$ cat src/rtl/fetch_queue.sv
// Fetch stage: owns the PC, drives the instruction memory address and buffers
// {pc, inst} pairs in a small FIFO that decode drains via valid/ready.
module fetch_queue #(
  parameter int unsigned DEPTH    = 4,
  parameter logic [31:0] RESET_PC = 32'h0000_0000
) (
  input  logic                    clk,
  input  logic                    reset,
  output logic [31:0]             imem_pc,
  input  logic [31:0]             imem_inst,
  input  logic                    redirect_valid,
  input  logic [31:0]             redirect_pc,
  output logic                    out_valid,
  input  logic                    out_ready,
  output logic [31:0]             out_pc,
  output logic [31:0]             out_inst,
  output logic [$clog2(DEPTH):0]  count
);

  localparam int unsigned PtrW = $clog2(DEPTH);
  localparam int unsigned CntW = PtrW + 1;
  localparam logic [CntW-1:0] Full = CntW'(DEPTH);

  logic [31:0]     pc_q, pc_d;
  logic [PtrW-1:0] rd_ptr_q, rd_ptr_d;
  logic [PtrW-1:0] wr_ptr_q, wr_ptr_d;
  logic [CntW-1:0] count_q, count_d;

  logic [31:0] mem_pc_q   [DEPTH];
  logic [31:0] mem_inst_q [DEPTH];

  logic pop, push;

  // Alignment bits of the redirect target are discarded by design.
  logic unused_redirect_lsb;
  assign unused_redirect_lsb = ^redirect_pc[1:0];

  // Handshake events; a full queue may still accept a word when the head leaves.
  always_comb begin
    pop  = (count_q != '0) & out_ready;
    push = ~redirect_valid & ((count_q < Full) | pop);
  end

  // Next-state for PC, pointers and occupancy; redirect overrides push and pop.
  always_comb begin
    pc_d     = pc_q;
    rd_ptr_d = rd_ptr_q;
    wr_ptr_d = wr_ptr_q;
    count_d  = count_q;
    if (redirect_valid) begin
      pc_d     = {redirect_pc[31:2], 2'b00};
      rd_ptr_d = '0;
      wr_ptr_d = '0;
      count_d  = '0;
    end else begin
      if (push) begin
        pc_d     = pc_q + 32'd4;
        wr_ptr_d = wr_ptr_q + PtrW'(1);
      end
      if (pop) begin
        rd_ptr_d = rd_ptr_q + PtrW'(1);
      end
      case ({push, pop})
        2'b10:   count_d = count_q + CntW'(1);
        2'b01:   count_d = count_q - CntW'(1);
        default: count_d = count_q;
      endcase
    end
  end

  // Control state register with synchronous reset taking priority over everything.
  always_ff @(posedge clk) begin
    if (reset) begin
      pc_q     <= RESET_PC;
      rd_ptr_q <= '0;
      wr_ptr_q <= '0;
      count_q  <= '0;
    end else begin
      pc_q     <= pc_d;
      rd_ptr_q <= rd_ptr_d;
      wr_ptr_q <= wr_ptr_d;
      count_q  <= count_d;
    end
  end

  // Entry storage; contents are don't-care after reset, so no reset here.
  always_ff @(posedge clk) begin
    if (push) begin
      mem_pc_q[wr_ptr_q]   <= pc_q;
      mem_inst_q[wr_ptr_q] <= imem_inst;
    end
  end

  // Outputs come from registered state only; head is zeroed when empty.
  always_comb begin
    imem_pc   = pc_q;
    count     = count_q;
    out_valid = (count_q != '0);
    out_pc    = out_valid ? mem_pc_q[rd_ptr_q]   : 32'h0;
    out_inst  = out_valid ? mem_inst_q[rd_ptr_q] : 32'h0;
  end

endmodule

$ cat config.mk
export PLATFORM = sky130hd
export DESIGN_NAME = fetch_queue
export DESIGN_NICKNAME = d
export VERILOG_FILES = /design/src/rtl/fetch_queue.sv
export SDC_FILE = /design/constraint.sdc
export NUM_CORES = 1
export LEC_CHECK = 0
export ABC_CLOCK_PERIOD_IN_PS = 5940
export CAP_MARGIN = 40
export CORE_MARGIN = 2
export CORE_UTILIZATION = 55
export CTS_BUF_LIST = sky130_fd_sc_hd__clkbuf_8 sky130_fd_sc_hd__clkbuf_16
export DETAILED_ROUTE_END_ITERATION = 8
export DONT_BUFFER_PORTS = 1
export GPL_ROUTABILITY_DRIVEN = 0
export PLACE_DENSITY = 0.72
export SLEW_MARGIN = 20
export SYNTH_ARGS = -nofsm -noshare
export SYNTH_HDL_FRONTEND = slang
export SYNTH_SLANG_ARGS = --single-unit
$ cat constraint.sdc
create_clock -name clk -period 5.94 [get_ports clk]
set_input_delay 0.891 -clock clk [delete_from_list [all_inputs] [get_ports clk]]
set_output_delay 0.891 -clock clk [all_outputs]
set_load 0.01 [all_outputs]
==> impl_summary.log, run 1 <==
[metrics] run status: completed
[metrics] Worst Min Path Start: reset
[metrics] number of design rule violations left after detail routing: 0
[metrics] wire length of the first global-routing pass: 34,400 um
[metrics] total clock buffers created by CTS: 29
[metrics] arrival time at the worst endpoint: about 2.8 ns
[metrics] post-CTS repair timing setup buffer count: 0
[metrics] Worst VDD drop: around 0.00021 V
[metrics] max-cap check violation count: 0
[metrics] synthesized instance count: approximately 650
[metrics] maximum single-stage delay on the critical path: 0.83 ns
[metrics] maximum fanout encountered on the critical timing path: 34
[metrics] via/cell ratio: 5.93
[metrics] worst reg2reg endpoint: count[2]
[metrics] clk_lat worst skew: ~0.54 ns
[metrics] H-tree levels: 1
[metrics] starting density of the core: between 50% and 60%
[metrics] cell total after placement: 898
[metrics] register bit total from synthesis: 287
[metrics] count of clock tree sinks: 287
[metrics] final core utilization: 61.7%
[metrics] fin nets: 729
[metrics] DR pass1 iterations: 4
[metrics] post-DR wirelength/cell: 23.4 um
[metrics] hold buffer count at cts: 0
[metrics] share of the clock period used by the worst path after layout: 62.4%
[metrics] type of the tightest min-delay check: in -> reg
[metrics] Crit path buffers/inverters: 1
[metrics] number of distinct standard cells referenced by the synthesized netlist: 45
[metrics] synthesis warning total: 0
[metrics] number of filler instances in the final layout: 1,522
[metrics] endpoint class of the critical path: output pin
[metrics] highest achievable clock rate: ~270 MHz
[metrics] via count of the routed design: 5,643
[metrics] cell type contributing the most total cell area after synthesis: edfxtp_1
[metrics] crit path time final: 3.70 ns
[metrics] Tot GR Track Use: 20.4%
[metrics] number of gates resized after CTS: 0
[metrics] kind of cell adding the most delay to the critical path: flip-flops
[metrics] layout cells sized above 1: 21.2%
[metrics] final number of setup-violating endpoints: 0
[metrics] largest net degree at the start of global routing: 65
[metrics] buffers from clock root to sink, at most: 3
[metrics] end point of the most critical hold path: imem_pc[23]
[metrics] setup repair after global routing missed its margin: false
[metrics] Worst Skew: 0.0204 ns
[metrics] vias in the first global route: 6,120
[metrics] floorplan core area: 0.0208 sq mm
[metrics] std cell rows: 53
[metrics] Max stage delay cell, worst path: dfxtp_4
[metrics] mean cell area of the mapped netlist: 17.8 sq um
[metrics] Total Die Area: between 0.02 and 0.025 sq mm
[metrics] critical path startpoint category: flip-flop
[metrics] Power Dens Cells: roughly 330 mW/mm^2
[metrics] wirelength, routed: 22,200 um
[metrics] clock tree from TritonCTS: built
[metrics] antenna cell count: 0
[metrics] largest cells by area after synthesis: edfxtp_1 (64%), mux4_2 (12%), dfxtp_1 (6.8%)
[metrics] top cell type's share of synthesized area: 64.4%
[metrics] Sum Neg Setup Slack: 0 ns
[metrics] transition time at the pin with the least slew margin: approximately 0.75 ns
[metrics] gr ovfl total: 0
[metrics] worst setup slack for register-to-register paths: 3.21 ns
[metrics] Die X: between 100 and 150 um
[metrics] netlist area before placement: 0.0116 sq mm
[metrics] post-CTS clock slew at the launch and capture registers of the worst setup and hold paths: 0.06 ns
[metrics] worst endpoint required time: approximately 5 ns
[metrics] Max Transition Viols Final: 0
[metrics] die outline height: 149 um
[metrics] Cells on Worst Hold Path: 1
[metrics] Routed Antenna Nets: 0
[metrics] half-perimeter wire length of the detailed placement result: 13,500 um
[metrics] cells along the critical path: buf_4 -> mux4_2 -> and2_1
[metrics] RR Startpoint: count[2]
[metrics] number of placed I/O pins: 168
[metrics] Clk Tree Root Cell: clkbuf_16
[metrics] static leakage: 4.08 nW
[metrics] number of DRC markers after the initial detailed-route iteration: ~440
[metrics] Max transition margin: 50.1%
[metrics] Non-Filler Instances: 951
[metrics] count of input and output buffers: 0
[metrics] path type of the worst setup path: reg -> out
[metrics] number of hold violations in the final report: 0
[metrics] number of antenna violations at the first check in global routing: 0
[metrics] synthesis-to-layout area growth: 11.1%
[metrics] FF-to-FF path depth: 8
[metrics] sequential element share of the synthesized area: between 70% and 80%
-- stage by stage --
stage,setup WS [ns],hold WS [ns],power [mW],area (sq um)
final,2.24,0.424,4.26,12900
after global routing,1.99,0.404,4.42,12900
after CTS,2.12,0.403,4.30,12900
after detailed placement,2.69,0.493,2.57,11900
after global placement,2.69,0.470,2.55,11800
after floorplan,2.58,0.465,2.51,11600
-- synth_stat cells, drive strengths merged --
cell	instances
a211oi	19
a21oi	10
a311oi	4
and2	67
and3	6
and4	6
buf	16
clkbuf	22
conb	1
dfxtp	39
edfxtp	248
fa	1
ha	6
inv	9
mux2i	1
mux4	62
nand2	23
nand2b	1
nand3	11
nand4	6
nor2	33
nor2b	1
nor3	5
nor4	10
o21ai	5
o21bai	2
or2	1
or3	6
xnor2	22
xor2	8
-- cell families (layout without fill, tap and decap cells) --
kind of cell	after synthesis	after routing	synth area share, %
AO/OA/AOI/OAI	40	40	2.61
AND/OR/NAND/NOR	176	176	9.01
multiplexers	63	63	12.2
adder cells (fa/ha/maj)	7	7	0.822
buffers and inverters	47	69	1.94
flip-flops	287	287	71.2
other	1	4	0.0324
XOR/XNOR	30	30	2.27
-- power by group --
part	total (mW)	switching, mW	internal (mW)
combinational	0.193	0.108	0.0848
clock	1.74	0.705	1.04
sequential	2.33	0.0620	2.27
total	4.26	0.875	3.39
-- final cells by class --
type | instances | area (sq um) | share of cell area, %
clock inverters | 22 | 173 | 1.34
multi-input cells | 320 | 3150 | 24.5
clock buffers | 31 | 753 | 5.86
repair buffers | 7 | 165 | 1.29
flip-flops and latches | 287 | 8240 | 64.1
inverters | 9 | 33.8 | 0.263
well taps | 275 | 344 | 2.68
-- registers in the layout, indices dropped and copies added (netlist names), named ones only --
register	flops
rd_ptr_q	2
count	3
wr_ptr_q	2
imem_pc	30
mem_inst_q	128
mem_pc_q	120
-- placed cells by master (no fill, tap or decap), drive strengths merged, types with 7 or more instances in the layout --
cell | synthesis | routed
edfxtp | 248 | 248
and2 | 67 | 67
mux4 | 62 | 62
dfxtp | 39 | 39
nor2 | 33 | 33
clkbuf | 22 | 31
nand2 | 23 | 23
xnor2 | 22 | 22
a211oi | 19 | 19
inv | 9 | 17
nand3 | 11 | 11
clkinv | 0 | 11
a21oi | 10 | 10
nor4 | 10 | 10
xor2 | 8 | 8
buf | 16 | 7
-- metal layers --
metal  vias up  share of wire (%)  global-route usage, %
li1       2528                  -                      -
met1      2909                 39                   26.1
met2       178                 51                   34.2
met3        28                8.5                   6.33
met4         0                1.5                   5.38
met5         -                  0                      0
-- worst max path at each step --
stage / endpoint / depth (start not counted) / slack (ns)
after CTS: out_pc[21] / 3 / 2.12
after floorplan: mem_inst_q[0][0] / 4 / 2.58
after global placement: out_pc[27] / 3 / 2.69
after global routing: out_pc[20] / 3 / 1.99
final: out_pc[16] / 3 / 2.24
after detailed placement: out_pc[21] / 3 / 2.69
(Power assumes the default switching activity.)
==> run 2, diff against run 1 <==
- ABC_CLOCK_PERIOD_IN_PS: 5940 -> 3200
- PLACE_DENSITY: 0.72 -> 0.75
- clock period: 5.94 -> 3.2 ns (I/O delays scaled with it)
==> run 2 against run 1 <==
Against the previous run:
- cell count grew 0.53%
- largest cell class unchanged
- register-to-register slack worse by 2.4 ns
- critical endpoint is now out_inst[31]
- combinational power is 91% higher
- clock-buffer cell count rose by 3
- sequential power up 85%
- non-clock buffer count grew 6
- global-route usage rose by 0.39 points
- worst setup slack lost 1.8 ns
==> impl_summary.log, run 2 (synthesized netlist as in run 1, its figures left out) <==
[metrics] largest net degree at the start of global routing: 64 (-1.5%)
[metrics] cells along the critical path: buf_4 -> mux4_2 -> and2_1
[metrics] share of the clock period used by the worst path after layout: 85.4%
[metrics] post-placement cell area: 0.0119 sq mm (-0.22%)
[metrics] Worst Skew: 0.00766 ns (-0.0127 ns)
[metrics] maximum single-stage delay on the critical path: 0.55 ns (-0.28 ns)
[metrics] final number of setup-violating endpoints: 0 (unchanged)
[metrics] kind of cell adding the most delay to the critical path: flip-flops
[metrics] Die X: 149 um (unchanged)
[metrics] static leakage: 4.10 nW (+0.42%)
[metrics] worst endpoint required time: 2.72 ns (-2.33 ns)
[metrics] path type of the worst setup path: reg -> out
[metrics] max-cap check violation count: 0 (unchanged)
[metrics] starting density of the core: 55.5% (unchanged)
[metrics] Clk Tree Root Cell: clkbuf_16
[metrics] die outline height: 149 um (unchanged)
[metrics] synthesis-to-layout area growth: 11.9%
[metrics] Pwr Total: 8.12 mW (+90%)
[metrics] worst setup slack for register-to-register paths: 0.84 ns (-2.37 ns)
[metrics] Sum Neg Setup Slack: 0 ns (unchanged)
[metrics] most common cell after layout, fill and taps aside: edfxtp_1
[metrics] H-tree levels: 1 (unchanged)
[metrics] Worst VDD drop: 0.000331 V (+61%)
[metrics] std cell rows: 53 (unchanged)
[metrics] wirelength, routed: 22,400 um (+0.73%)
[metrics] count of clock tree sinks: 287 (unchanged)
[metrics] number of design rule violations left after detail routing: 0 (unchanged)
[metrics] setup repair after global routing missed its margin: false
[metrics] Final Worst Setup Slack: 0.468 ns (-1.77 ns)
[metrics] post-route worst hold slack: 0.0199 ns (-0.404 ns)
[metrics] Max stage delay cell, worst path: dfxtp_4
[metrics] floorplan core area: 0.0208 sq mm (unchanged)
[metrics] total clock buffers created by CTS: 28 (-3.4%)
[metrics] post-place setup slack: 0.857 ns (-1.83 ns)
[metrics] half-perimeter wire length of the detailed placement result: 13,500 um (-0.29%)
[metrics] fin nets: 734 (+0.69%)
[metrics] maximum fanout encountered on the critical timing path: 17 (-50%)
[metrics] number of flip-flops in the largest register: 128 (unchanged)
[metrics] Tot GR Track Use: 20.8% (+0.39 points)
[metrics] clock tree from TritonCTS: built
[metrics] cell total after placement: 900 (+0.22%)
[metrics] Routed Antenna Nets: 0 (unchanged)
[metrics] number of filler instances in the final layout: 1,473 (-3.2%)
[metrics] arrival time at the worst endpoint: 2.25 ns (-0.56 ns)
[metrics] Max Transition Viols Final: 0 (unchanged)
[metrics] crit path time final: 2.73 ns
[metrics] type of the tightest min-delay check: in -> reg
[metrics] DR pass1 iterations: 4 (unchanged)
[metrics] transition time at the pin with the least slew margin: 0.703 ns (-0.0447 ns)
[metrics] layout cells sized above 1: 22.2% (+1.0 points)
[metrics] commonest cells after routing, fill and taps aside: edfxtp_1 (248), and2_1 (65), mux4_2 (62), dfxtp_1 (37), nor2_1 (33)
[metrics] Max transition margin: 53.0% (+2.8 points)
[metrics] final core utilization: 62.1% (+0.41 points)
[metrics] Crit path buffers/inverters: 1 (unchanged)
[metrics] register containing the most flip-flops in the final layout: mem_inst_q
[metrics] antenna cell count: 0 (unchanged)
[metrics] via count of the routed design: 5,739 (+1.7%)
[metrics] post-CTS repair timing setup buffer count: 0 (unchanged)
[metrics] run status: completed
[metrics] via/cell ratio: 6.00 (+1.2%)
[metrics] post-DR wirelength/cell: 23.4 um (+0.20%)
[metrics] hold buffer count at cts: 3 (+3)
[metrics] gr ovfl total: 0 (unchanged)
[metrics] number of antenna violations at the first check in global routing: 0 (unchanged)
[metrics] number of hold violations in the final report: 0 (unchanged)
[metrics] buffers from clock root to sink, at most: 3 (unchanged)
[metrics] Power Dens Cells: 627 mW/mm^2 (+89%)
[metrics] wire length of the first global-routing pass: 35,100 um (+1.9%)
[metrics] clk_lat worst skew: 0.52 ns (-0.02 ns)
[metrics] Total Die Area: 0.0222 sq mm (unchanged)
[metrics] endpoint class of the critical path: output pin
[metrics] count of input and output buffers: 0 (unchanged)
[metrics] number of gates resized after CTS: 0 (unchanged)
[metrics] Non-Filler Instances: 956 (+0.53%)
[metrics] number of placed I/O pins: 168 (unchanged)
[metrics] vias in the first global route: 6,170 (+0.82%)
[metrics] critical path startpoint category: flip-flop
[metrics] number of DRC markers after the initial detailed-route iteration: 462 (+5.7%)
[metrics] post-CTS clock slew at the launch and capture registers of the worst setup and hold paths: 0.06 ns (about the same)
[metrics] highest achievable clock rate: roughly 370 MHz
[metrics] area of all placed cells without fillers: 0.0129 sq mm (+0.66%)
-- run 2: path summary, 6_finish.rpt --
check	cells after the start	to	from
min	1	imem_pc[19]	reset
max	3	out_inst[31]	flip-flop
min reg2reg	2	wr_ptr_q[1]	wr_ptr_q[1]
max reg2reg	9	count[2]	count[2]
-- run 2: area by class of cell --
cell class              instances  area [sq um]  share of cell area [%]
clock buffers                  34           795                    6.14
clock inverters                18           203                    1.57
well taps                     275           344                    2.66
multi-input cells             320          3140                    24.3
inverters                       9          33.8                   0.261
repair buffers                 13           183                    1.41
flip-flops and latches        287          8240                    63.7
-- run 2: metal layers --
metal,share of wire [%],global-route usage (%),wire [um],up-vias
met3,9.2,6.24,2050,25
met5,0,0,0,-
met2,50,34.9,11200,213
li1,-,-,-,2538
met1,40,27.4,8920,2963
met4,1.1,4.10,239,0
-- run 2: report_power, final --
group | internal [mW] | switching (mW)
registers | 4.21 | 0.111
clock network | 2.09 | 1.34
logic | 0.158 | 0.211
==> run 3, diff against run 2 <==
- ABC_CLOCK_PERIOD_IN_PS: 3200 -> 2200
- clock period: 3.2 -> 2.2 ns (I/O delays scaled with it)
==> run 3 against run 2 <==
Against the previous run:
- first-iteration DRC count down 29%
- wire length grew 8.8%
- cell count is 10% higher
- register-to-register slack got worse by 0.77 ns
- die area is the same
- sequential share of layout area shrank 5.0 points
- clock-buffer cell count fell by 5
- flip-flop and latch count is the same
- global-route usage is 0.29 points higher
- the flow now finishes with violations (negative setup slack)
- critical path type unchanged
- highest routed layer unchanged
- clock power is 23% higher
- largest cell class unchanged
- clock skew increased by 0.0042 ns
- via count increased by 7.6%
==> impl_summary.log, run 3 (synthesized netlist as in run 1, its figures left out) <==
[metrics] die outline height: 149 um (unchanged)
[metrics] endpoint class of the critical path: output pin
[metrics] commonest cells after routing, fill and taps aside: edfxtp_1 (248), and2_4 (63), mux4_2 (62), dlygate4sd3_1 (57), dfxtp_1 (36)
[metrics] Sum Neg Setup Slack: -0.564 ns (-0.564 ns)
[metrics] starting density of the core: 55.5% (unchanged)
[metrics] number of hold violations in the final report: 0 (unchanged)
[metrics] Worst VDD drop: 0.000557 V (+68%)
[metrics] antenna cell count: 0 (unchanged)
[metrics] path type of the worst setup path: reg -> out
[metrics] synthesis-to-layout area growth: 21.5%
[metrics] type of the tightest min-delay check: in -> reg
[metrics] buffers from clock root to sink, at most: 3 (unchanged)
[metrics] fin nets: 832 (+13%)
[metrics] Worst Skew: 0.0119 ns (+0.00419 ns)
[metrics] met2 track demand over resource: 35.8% (+0.88 points)
[metrics] total clock buffers created by CTS: 28 (unchanged)
[metrics] layout cells sized above 1: 32.0% (+9.8 points)
[metrics] violated checks: negative setup slack
[metrics] Max Transition Viols Final: 0 (unchanged)
[metrics] Routed Antenna Nets: 0 (unchanged)
[metrics] post-CTS clock slew at the launch and capture registers of the worst setup and hold paths: 0.06 ns (about the same)
[metrics] Die X: 149 um (unchanged)
[metrics] wirelength, routed: 24,400 um (+8.8%)
[metrics] Tot GR Track Use: 21.1% (+0.29 points)
[metrics] H-tree levels: 1 (unchanged)
[metrics] wire length of the first global-routing pass: 35,900 um (+2.4%)
[metrics] arrival time at the worst endpoint: 1.91 ns (-0.34 ns)
[metrics] routing layer with the top usage in global route: met2
[metrics] post-DR wirelength/cell: 23.2 um (-1.2%)
[metrics] count of clock tree sinks: 287 (unchanged)
[metrics] crit path time final: roughly 2.2 ns
[metrics] number of DRC markers after the initial detailed-route iteration: 326 (-29%)
[metrics] number of antenna violations at the first check in global routing: 0 (unchanged)
[metrics] number of flip-flops in the largest register: 128 (unchanged)
[metrics] post-route worst hold slack: 0.0265 ns (+0.00660 ns)
[metrics] register containing the most flip-flops in the final layout: mem_inst_q
[metrics] Cells on Worst Hold Path: 2 (+1)
[metrics] vias in the first global route: 6,553 (+6.2%)
[metrics] Final Worst Setup Slack: -0.0448 ns (-0.512 ns)
[metrics] Max transition margin: 61.5% (+8.6 points)
[metrics] max-cap check violation count: 0 (unchanged)
[metrics] critical path startpoint category: flip-flop
[metrics] Total Die Area: 0.0222 sq mm (unchanged)
[metrics] post-place setup slack: -0.00332 ns (-0.860 ns)
[metrics] std cell rows: 53 (unchanged)
[metrics] via/cell ratio: 5.87 (-2.3%)
[metrics] Clk Tree Root Cell: clkbuf_16
[metrics] Worst Min Path Start: redirect_pc[24]
[metrics] maximum fanout encountered on the critical timing path: 6 (-11)
[metrics] end point of the most critical hold path: imem_pc[24]
[metrics] highest achievable clock rate: 445 MHz
[metrics] clock tree from TritonCTS: built
[metrics] share of the clock period used by the worst path after layout: 102%
[metrics] RR Startpoint: count[2]
[metrics] Power Dens Cells: 807 mW/mm^2 (+29%)
[metrics] area taken by flip-flops and latches: 0.00824 sq mm (about the same)
[metrics] gr ovfl total: 0 (unchanged)
[metrics] number of design rule violations left after detail routing: 0 (unchanged)
[metrics] largest net degree at the start of global routing: 64 (unchanged)
[metrics] half-perimeter wire length of the detailed placement result: 14,700 um (+8.8%)
[metrics] floorplan core area: 0.0208 sq mm (unchanged)
[metrics] worst setup slack for register-to-register paths: 0.07 ns (-0.77 ns)
[metrics] count of input and output buffers: 0 (unchanged)
[metrics] static leakage: 4.65 nW (+13%)
[metrics] final core utilization: 67.5% (+5.3 points)
[metrics] run status: finished, violations left
[metrics] final number of setup-violating endpoints: 37 (+37)
[metrics] worst reg2reg endpoint: count[2]
[metrics] met1 usage: 28.6% (+1.2 points)
[metrics] FF-to-FF path depth: 10 (+1)
[metrics] worst endpoint required time: 1.87 ns (-0.85 ns)
[metrics] met3 Resource Use GR: 4.43% (-1.8 points)
[metrics] clk_lat worst skew: 0.53 ns (about the same)
[metrics] most common cell after layout, fill and taps aside: edfxtp_1
[metrics] DR pass1 iterations: 4 (unchanged)
[metrics] via count of the routed design: 6,176 (+7.6%)
[metrics] number of placed I/O pins: 168 (unchanged)
[metrics] number of filler instances in the final layout: 1,389 (-5.7%)
[metrics] multi-input combinational cell area: 0.00332 sq mm (+5.5%)
[metrics] transition time at the pin with the least slew margin: 0.577 ns (-0.126 ns)
[metrics] setup repair after global routing missed its margin: true
[run 3: power breakdown]
group	switching, mW	internal, mW
combinational	0.475	0.431
sequential	0.0818	6.12
clock	1.86	2.37
total	2.41	8.92
[run 3: repair_timing]
item | CTS | global route
buffers inserted | 0 | 4
cloned | 0 | 7
hold buffers | 58 | 0
setup endpoints to repair | 62 | 63
resized for setup | 54 | 25
hold endpoints to repair | 157 | 0
[run 3: area by class of cell]
| cell class | count | area share [%] |
|---|---|---|
| flip-flops and latches | 287 | 58.6 |
| multi-input cells | 320 | 23.6 |
| repair buffers | 111 | 9.21 |
| clock buffers | 29 | 5.17 |
| well taps | 275 | 2.45 |
| clock inverters | 22 | 0.677 |
| inverters | 9 | 0.241 |
[run 3: per-stage QoR]
stage / total power, mW / instance area, sq um / instances
finish: 11.3 / 14000 / 1053
global route: 11.7 / 14000 / 1053
CTS: 11.4 / 13800 / 1042
detailed placement: 7.00 / 12200 / 933
global placement: 6.96 / 12200 / 933
floorplan: 6.77 / 11600 / 654
[run 3: critical path: stages (launching register included)]
cell	delay [ns]
dfxtp_4	0.36
buf_12	0.14
buf_16	0.14
mux4_2	0.55
and2_4	0.20
[run 3: worst max-delay path by stage]
stage	from	endpoint	slack, ns	cells after the start
2_1_floorplan	redirect_valid	mem_inst_q[0][0]	0.08	4
3_3_place_gp	count[1]	count[2]	0.17	8
3_5_place_dp	count[1]	count[2]	-0.003	8
4_1_cts	flip-flop	out_pc[20]	-0.08	3
5_1_grt	flip-flop	out_pc[19]	-0.10	4
6_report	flip-flop	out_pc[20]	-0.04	4
[run 3: per-layer routing]
metal  wire length, um  vias up
li1                  -     2735
met1              9950     3204
met2             12600      210
met3              1580       27
met4               304        0
met5                 0        -
==> patch 1 (flow settings as in run 2) <==
Reset style: asynchronous (`reset`), changed in one clocked block. Comments in the files are not updated.
--- a/src/rtl/fetch_queue.sv
+++ b/src/rtl/fetch_queue.sv
@@ -69,7 +69,7 @@
   end
 
   // Control state register with synchronous reset taking priority over everything.
-  always_ff @(posedge clk) begin
+  always_ff @(posedge clk or posedge reset) begin
     if (reset) begin
       pc_q     <= RESET_PC;
       rd_ptr_q <= '0;
Behaviour: differs if reset is asserted again (counterexample within 4 cycles, from zero or initial values and one cycle with reset high); with reset held inactive, the same outputs for 4 cycles.
==> patch 1 against run 2 <==
  * Worst setup slack worse by 140 ps
  * Sequential cell count is 2 lower
  * Wire length is 1.8% higher
  * Die area is 0.85% higher
  * Final area is 0.95% higher
  * Synthesized area is 0.88% higher
  * Sequential share of layout area is 0.49 points higher
  * First-iteration DRC count is 14% higher
  * Register-to-register slack worse by 20 ps
  * Utilization is 0.39 points higher
Power is not compared: it rests on default switching activity, and its combinational part moved more than twofold at a synthesized area within 25%.
==> patch 1: results (changes against run 2) <==
| Metric | Value |
|---|---|
| Post-CTS Resized | `0 (unchanged)` |
| Psw | `2.79 mW` |
| Post-Synth XOR/XNOR Area | `0.751% (-1.5 points)` |
| Min-delay worst type | `in2reg` |
| CP max stage cell | `dfrtp_4` |
| Largest net degree at the start of global routing | `56 (-13%)` |
| Synth top area cells | `edfxtp_1 64%, mux4_2 12%, dfrtp_1 7.9%` |
| Post-CTS setup buffer count | `0 (unchanged)` |
| Number of global-route vias before repair | `6415 (+4.0%)` |
| Post-Place Cells | `924 (+2.7%)` |
| Crit path max fanout | `26 (+9)` |
| Met2 wire length | `11700 um (+4.7%)` |
| Final Non-Filler Cells | `979 (+2.4%)` |
| Biggest register | `mem_inst_q` |
| Vias/cell | `6.22 (+3.7%)` |
| Clock transition at path regs | `60 ps (about the same)` |
| Clk pwr share | `between 30% and 40%` |
| Insertion delay to the later sink of the worst-skew pair | `~530 ps` |
| Filler cells | `1476 (+0.20%)` |
| Library cells used by synthesis | `46 (+2.2%)` |
| Number of flops mapped to enable cells by yosys | `248 (unchanged)` |
| Adder-Cell Fraction of Synth Area | `0.708% (-0.11 points)` |
| # diodes | `0 (unchanged)` |
| Peak VDD IR | `0.446 mV` |
| Met3 Usage GRT | `4.36% (-1.9 points)` |
| Worst Max-Slew Pin Slew | `853 ps (+150 ps)` |
| Commonest cells in the netlist | `248 x edfxtp_1, 64 x and2_1, 62 x mux4_2` |
| Nets | `756 (+3.0%)` |
| Detailed-routing iteration count for the pre-antenna-repair pass | `5 (+1)` |
| Met1 usage | `27.4% (about the same)` |
| Cts hold-fix bufs | `3 (unchanged)` |
| Port bufs | `0 (unchanged)` |
| Iter 0 DRT Violations | `528 (+14%)` |
| Worst path max stage delay | `770 ps (+220 ps)` |
| DP Wirelength | `14400 um (+6.6%)` |
| Length of routed wiring on met1 | `8970 um (+0.58%)` |
| Grt met2 use | `35.6% (+0.67 points)` |
| Final Skew | `14.6 ps (+6.92 ps)` |
| First-pass GRT wire length | `35600 um (+1.4%)` |
| Share of cells above drive strength 1 | `19.3% (-2.9 points)` |
| Detailed-route wire length per cell | `23.3 um (-0.61%)` |
| Maximum root-to-sink buffer count | `3 (unchanged)` |
| Max H-tree Level | `1 (unchanged)` |
| Status | `finished, final reports clean` |
| Yosys warns | `0 (unchanged)` |
| Initial antenna violation count | `0 (unchanged)` |
| Max reg flops | `128 (unchanged)` |
| Synth Area per Inst | `17.4 um^2 (-2.3%)` |
| Complex-gate fraction of the synthesized area | `3.13% (+0.52 points)` |
| Metal3 WL | `1760 um (-14%)` |
| Post-synth ARST share | `13.0% (+13 points)` |
| Mux share of post-synthesis cell area | `12.2% (about the same)` |
| DP Worst Slack | `805 ps (-52.1 ps)` |
| Flop pwr share | `47.1%` |
| Seq/Total Area, Yosys | `71.8% (+0.63 points)` |
| TritonCTS Buffers | `28 (unchanged)` |
| Total GRT Usage | `20.8% (-0.039 points)` |
-- patch 1: cell count changes after synthesis, moves of 13 or more --
cell,delta
o31ai_1,+14
nand4_1,+15
dfxtp_1,-39
dfrtp_1,+37
a31oi_1,+13
a211oi_1,-13
xnor2_1,-18
-- patch 1: layout make-up --
type / count / area, um^2 / share of cell area, %
inverter: 10 / 37.5 / 0.287
sequential: 285 / 8380 / 64.2
tap: 275 / 344 / 2.63
clock buffer: 31 / 753 / 5.77
timing repair buffer: 19 / 213 / 1.63
multi-input combinational: 338 / 3090 / 23.7
clock inverter: 21 / 243 / 1.86
-- patch 1: final timing paths --
path                       slack, ps          start  depth (start not counted)                 to
min                               40  imem_inst[26]                          0  mem_inst_q[1][26]
max                              330    rd_ptr_q[0]                          3        out_inst[2]
max reg2reg                      820    imem_pc[10]                          4        imem_pc[21]
min in group asynchronous        510          reset                          3        imem_pc[15]
min reg2reg                      610    wr_ptr_q[1]                          2        wr_ptr_q[1]
max in group asynchronous       2320          reset                          3        rd_ptr_q[0]
==> patch 2 (config.mk and constraints of run 2) <==
Made on the original files. The parameter `DEPTH` goes from 4 to 8.
--- a/src/rtl/fetch_queue.sv
+++ b/src/rtl/fetch_queue.sv
@@ -1,7 +1,7 @@
 // Fetch stage: owns the PC, drives the instruction memory address and buffers
 // {pc, inst} pairs in a small FIFO that decode drains via valid/ready.
 module fetch_queue #(
-  parameter int unsigned DEPTH    = 4,
+  parameter int unsigned DEPTH    = 8,
   parameter logic [31:0] RESET_PC = 32'h0000_0000
 ) (
   input  logic                    clk,
Interface: changed (resized count); port bits go from 168 to 169. The function was not compared with the original's and may differ.
==> patch 2 against run 2 <==
  * Final area increased by 88%
  * Via count increased by 85%
  * Sequential cell count increased by 252
  * Hold slack improved by 7.3 ps
  * Largest power group unchanged
  * Fmax decreased by 8.4%
  * Register-to-register slack got worse by 140 ps
  * Highest routed layer unchanged
  * Wire length increased by 98%
  * Total power increased by 82%
  * Worst setup slack got worse by 250 ps
  * Critical endpoint is now out_pc[4]
  * Synthesized area increased by 84%
==> patch 2: results (changes against run 2) <==
| Metric | Value |
|---|---|
| Worst rel slew slack | `47.4% (-5.5 points)` |
| CP arrival | `2500 ps (+250 ps)` |
| DP Wirelength | `25100 um (+87%)` |
| Biggest register | `mem_inst_q` |
| CP max stage cell | `dfxtp_4` |
| Drt total wl | `44400 um (+98%)` |
| Share of cells above drive strength 1 | `22.1% (-0.089 points)` |
| Min-delay worst type | `in2reg` |
| # diodes | `0 (unchanged)` |
| P_int | `11.7 mW (+81%)` |
| Clock transition at path regs | `60 ps (about the same)` |
| Vias | `10600 (+85%)` |
| DP Worst Slack | `720 ps (-136 ps)` |
| Lkg Pwr | `7.54 nW (+84%)` |
| Post-synth ARST share | `0% (unchanged)` |
| Nets | `1240 (+69%)` |
| Total GRT Usage | `22.4% (+1.6 points)` |
| Complex-gate fraction of the synthesized area | `2.02% (-0.59 points)` |
| TritonCTS Buffers | `53 (+89%)` |
| Maximum root-to-sink buffer count | `3 (unchanged)` |
| Post-Synth XOR/XNOR Area | `0.576% (-1.7 points)` |
| Commonest cells in the netlist | `496 x edfxtp_1, 124 x mux4_2, 97 x nor2_1` |
| Seq/Total Area, Yosys | `74.1% (+2.9 points)` |
| Clock root buffer | `clkbuf_16` |
| Yosys warns | `0 (unchanged)` |
| Status | `finished, final reports clean` |
| Worst path max stage delay | `770 ps (+220 ps)` |
| Adder-Cell Fraction of Synth Area | `0.353% (-0.47 points)` |
| Detailed-routing iteration count for the pre-antenna-repair pass | `4 (unchanged)` |
| Synth top area cells | `edfxtp_1 70%, mux4_2 13%, dfxtp_1 4.0%` |
| Crit path max fanout | `41 (+24)` |
| Worst path top cell family by delay | `flip-flops` |
| Max reg flops | `256 (+100%)` |
| Largest net degree at the start of global routing | `63 (-1.6%)` |
| Cells after Synth | `1103 (+69%)` |
| Final Skew | `19.1 ps (+11.4 ps)` |
| Post-Place Cells | `1593 (+77%)` |
| Number of flops mapped to enable cells by yosys | `496 (+100%)` |
| Library cells used by synthesis | `52 (+16%)` |
| Port bufs | `0 (unchanged)` |
| Post-CTS setup buffer count | `0 (unchanged)` |
| Max H-tree Level | `2 (+1)` |
| Detailed-route wire length per cell | `25.7 um (+9.7%)` |
| Iter 0 DRT Violations | `780 (+69%)` |
| Number of global-route vias before repair | `11100 (+79%)` |
| Peak VDD IR | `0.432 mV (+30%)` |
| Mux share of post-synthesis cell area | `16.2% (+4.0 points)` |
| First-pass GRT wire length | `67200 um (+91%)` |
| Initial antenna violation count | `0 (unchanged)` |
| Global route overflow | `0 (unchanged)` |
| Core Area | `38400 um^2 (+84%)` |
| Insertion delay to the later sink of the worst-skew pair | `590 ps (+70 ps)` |
==> patch 2: timing repair <==
| action | 4_1_cts | 5_1_grt |
|---|---|---|
| hold buffers | 34 | 0 |
| gates resized for setup | 0 | 0 |
| endpoints found under the setup margin | 0 | 0 |
| hold endpoints to repair | 280 | 0 |
==> patch 2: worst paths after layout <==
check,startpoint,to,slack [ps],cells after the start
setup / recovery,register,out_pc[4],220,4
hold / removal,redirect_valid,imem_pc[14],30,1
setup reg to reg,count[0],count[2],700,10
hold reg to reg,rd_ptr_q[1],register,530,2
==> patch 2: cell type report <==
class	count	area, um^2
Inverter	9	33.8
Multi-Input combinational cell	487	5280
Fill cell	2621	14100
Sequential cell	539	15800
Clock buffer	60	1450
Clock inverter	38	304
Timing Repair Buffer	76	783
Tap cell	518	648
==> patch 2: metal layers <==
layer  part of all wire (%)  up-vias  GRT usage (%)
met3                    7.5       65           5.89
li1                       -     4614              -
met4                    2.0        0           5.56
met1                     40     5567           30.1
met2                     50      367           37.1
met5                      0        -              0
==> patch 2: per-stage QoR <==
step	hold slack (ps)	total power, mW	area [um^2]
floorplan	485	8.48	21400
global placement	501	8.64	22100
detailed placement	520	8.66	22100
CTS	0.899	14.9	24200
global route	5.03	15.2	24300
finish	27.2	14.7	24300
==> patch 2: power by group through the flow <==
| stage | Clock (mW) | Combinational [mW] | Sequential (mW) |
|---|---|---|---|
| floorplan | 0 | 0.403 | 8.08 |
| global route | 6.49 | 0.683 | 7.98 |
| CTS | 6.27 | 0.628 | 7.97 |
| finish | 6.15 | 0.626 | 7.97 |
| detailed placement | 0 | 0.546 | 8.12 |
| global placement | 0 | 0.536 | 8.10 |
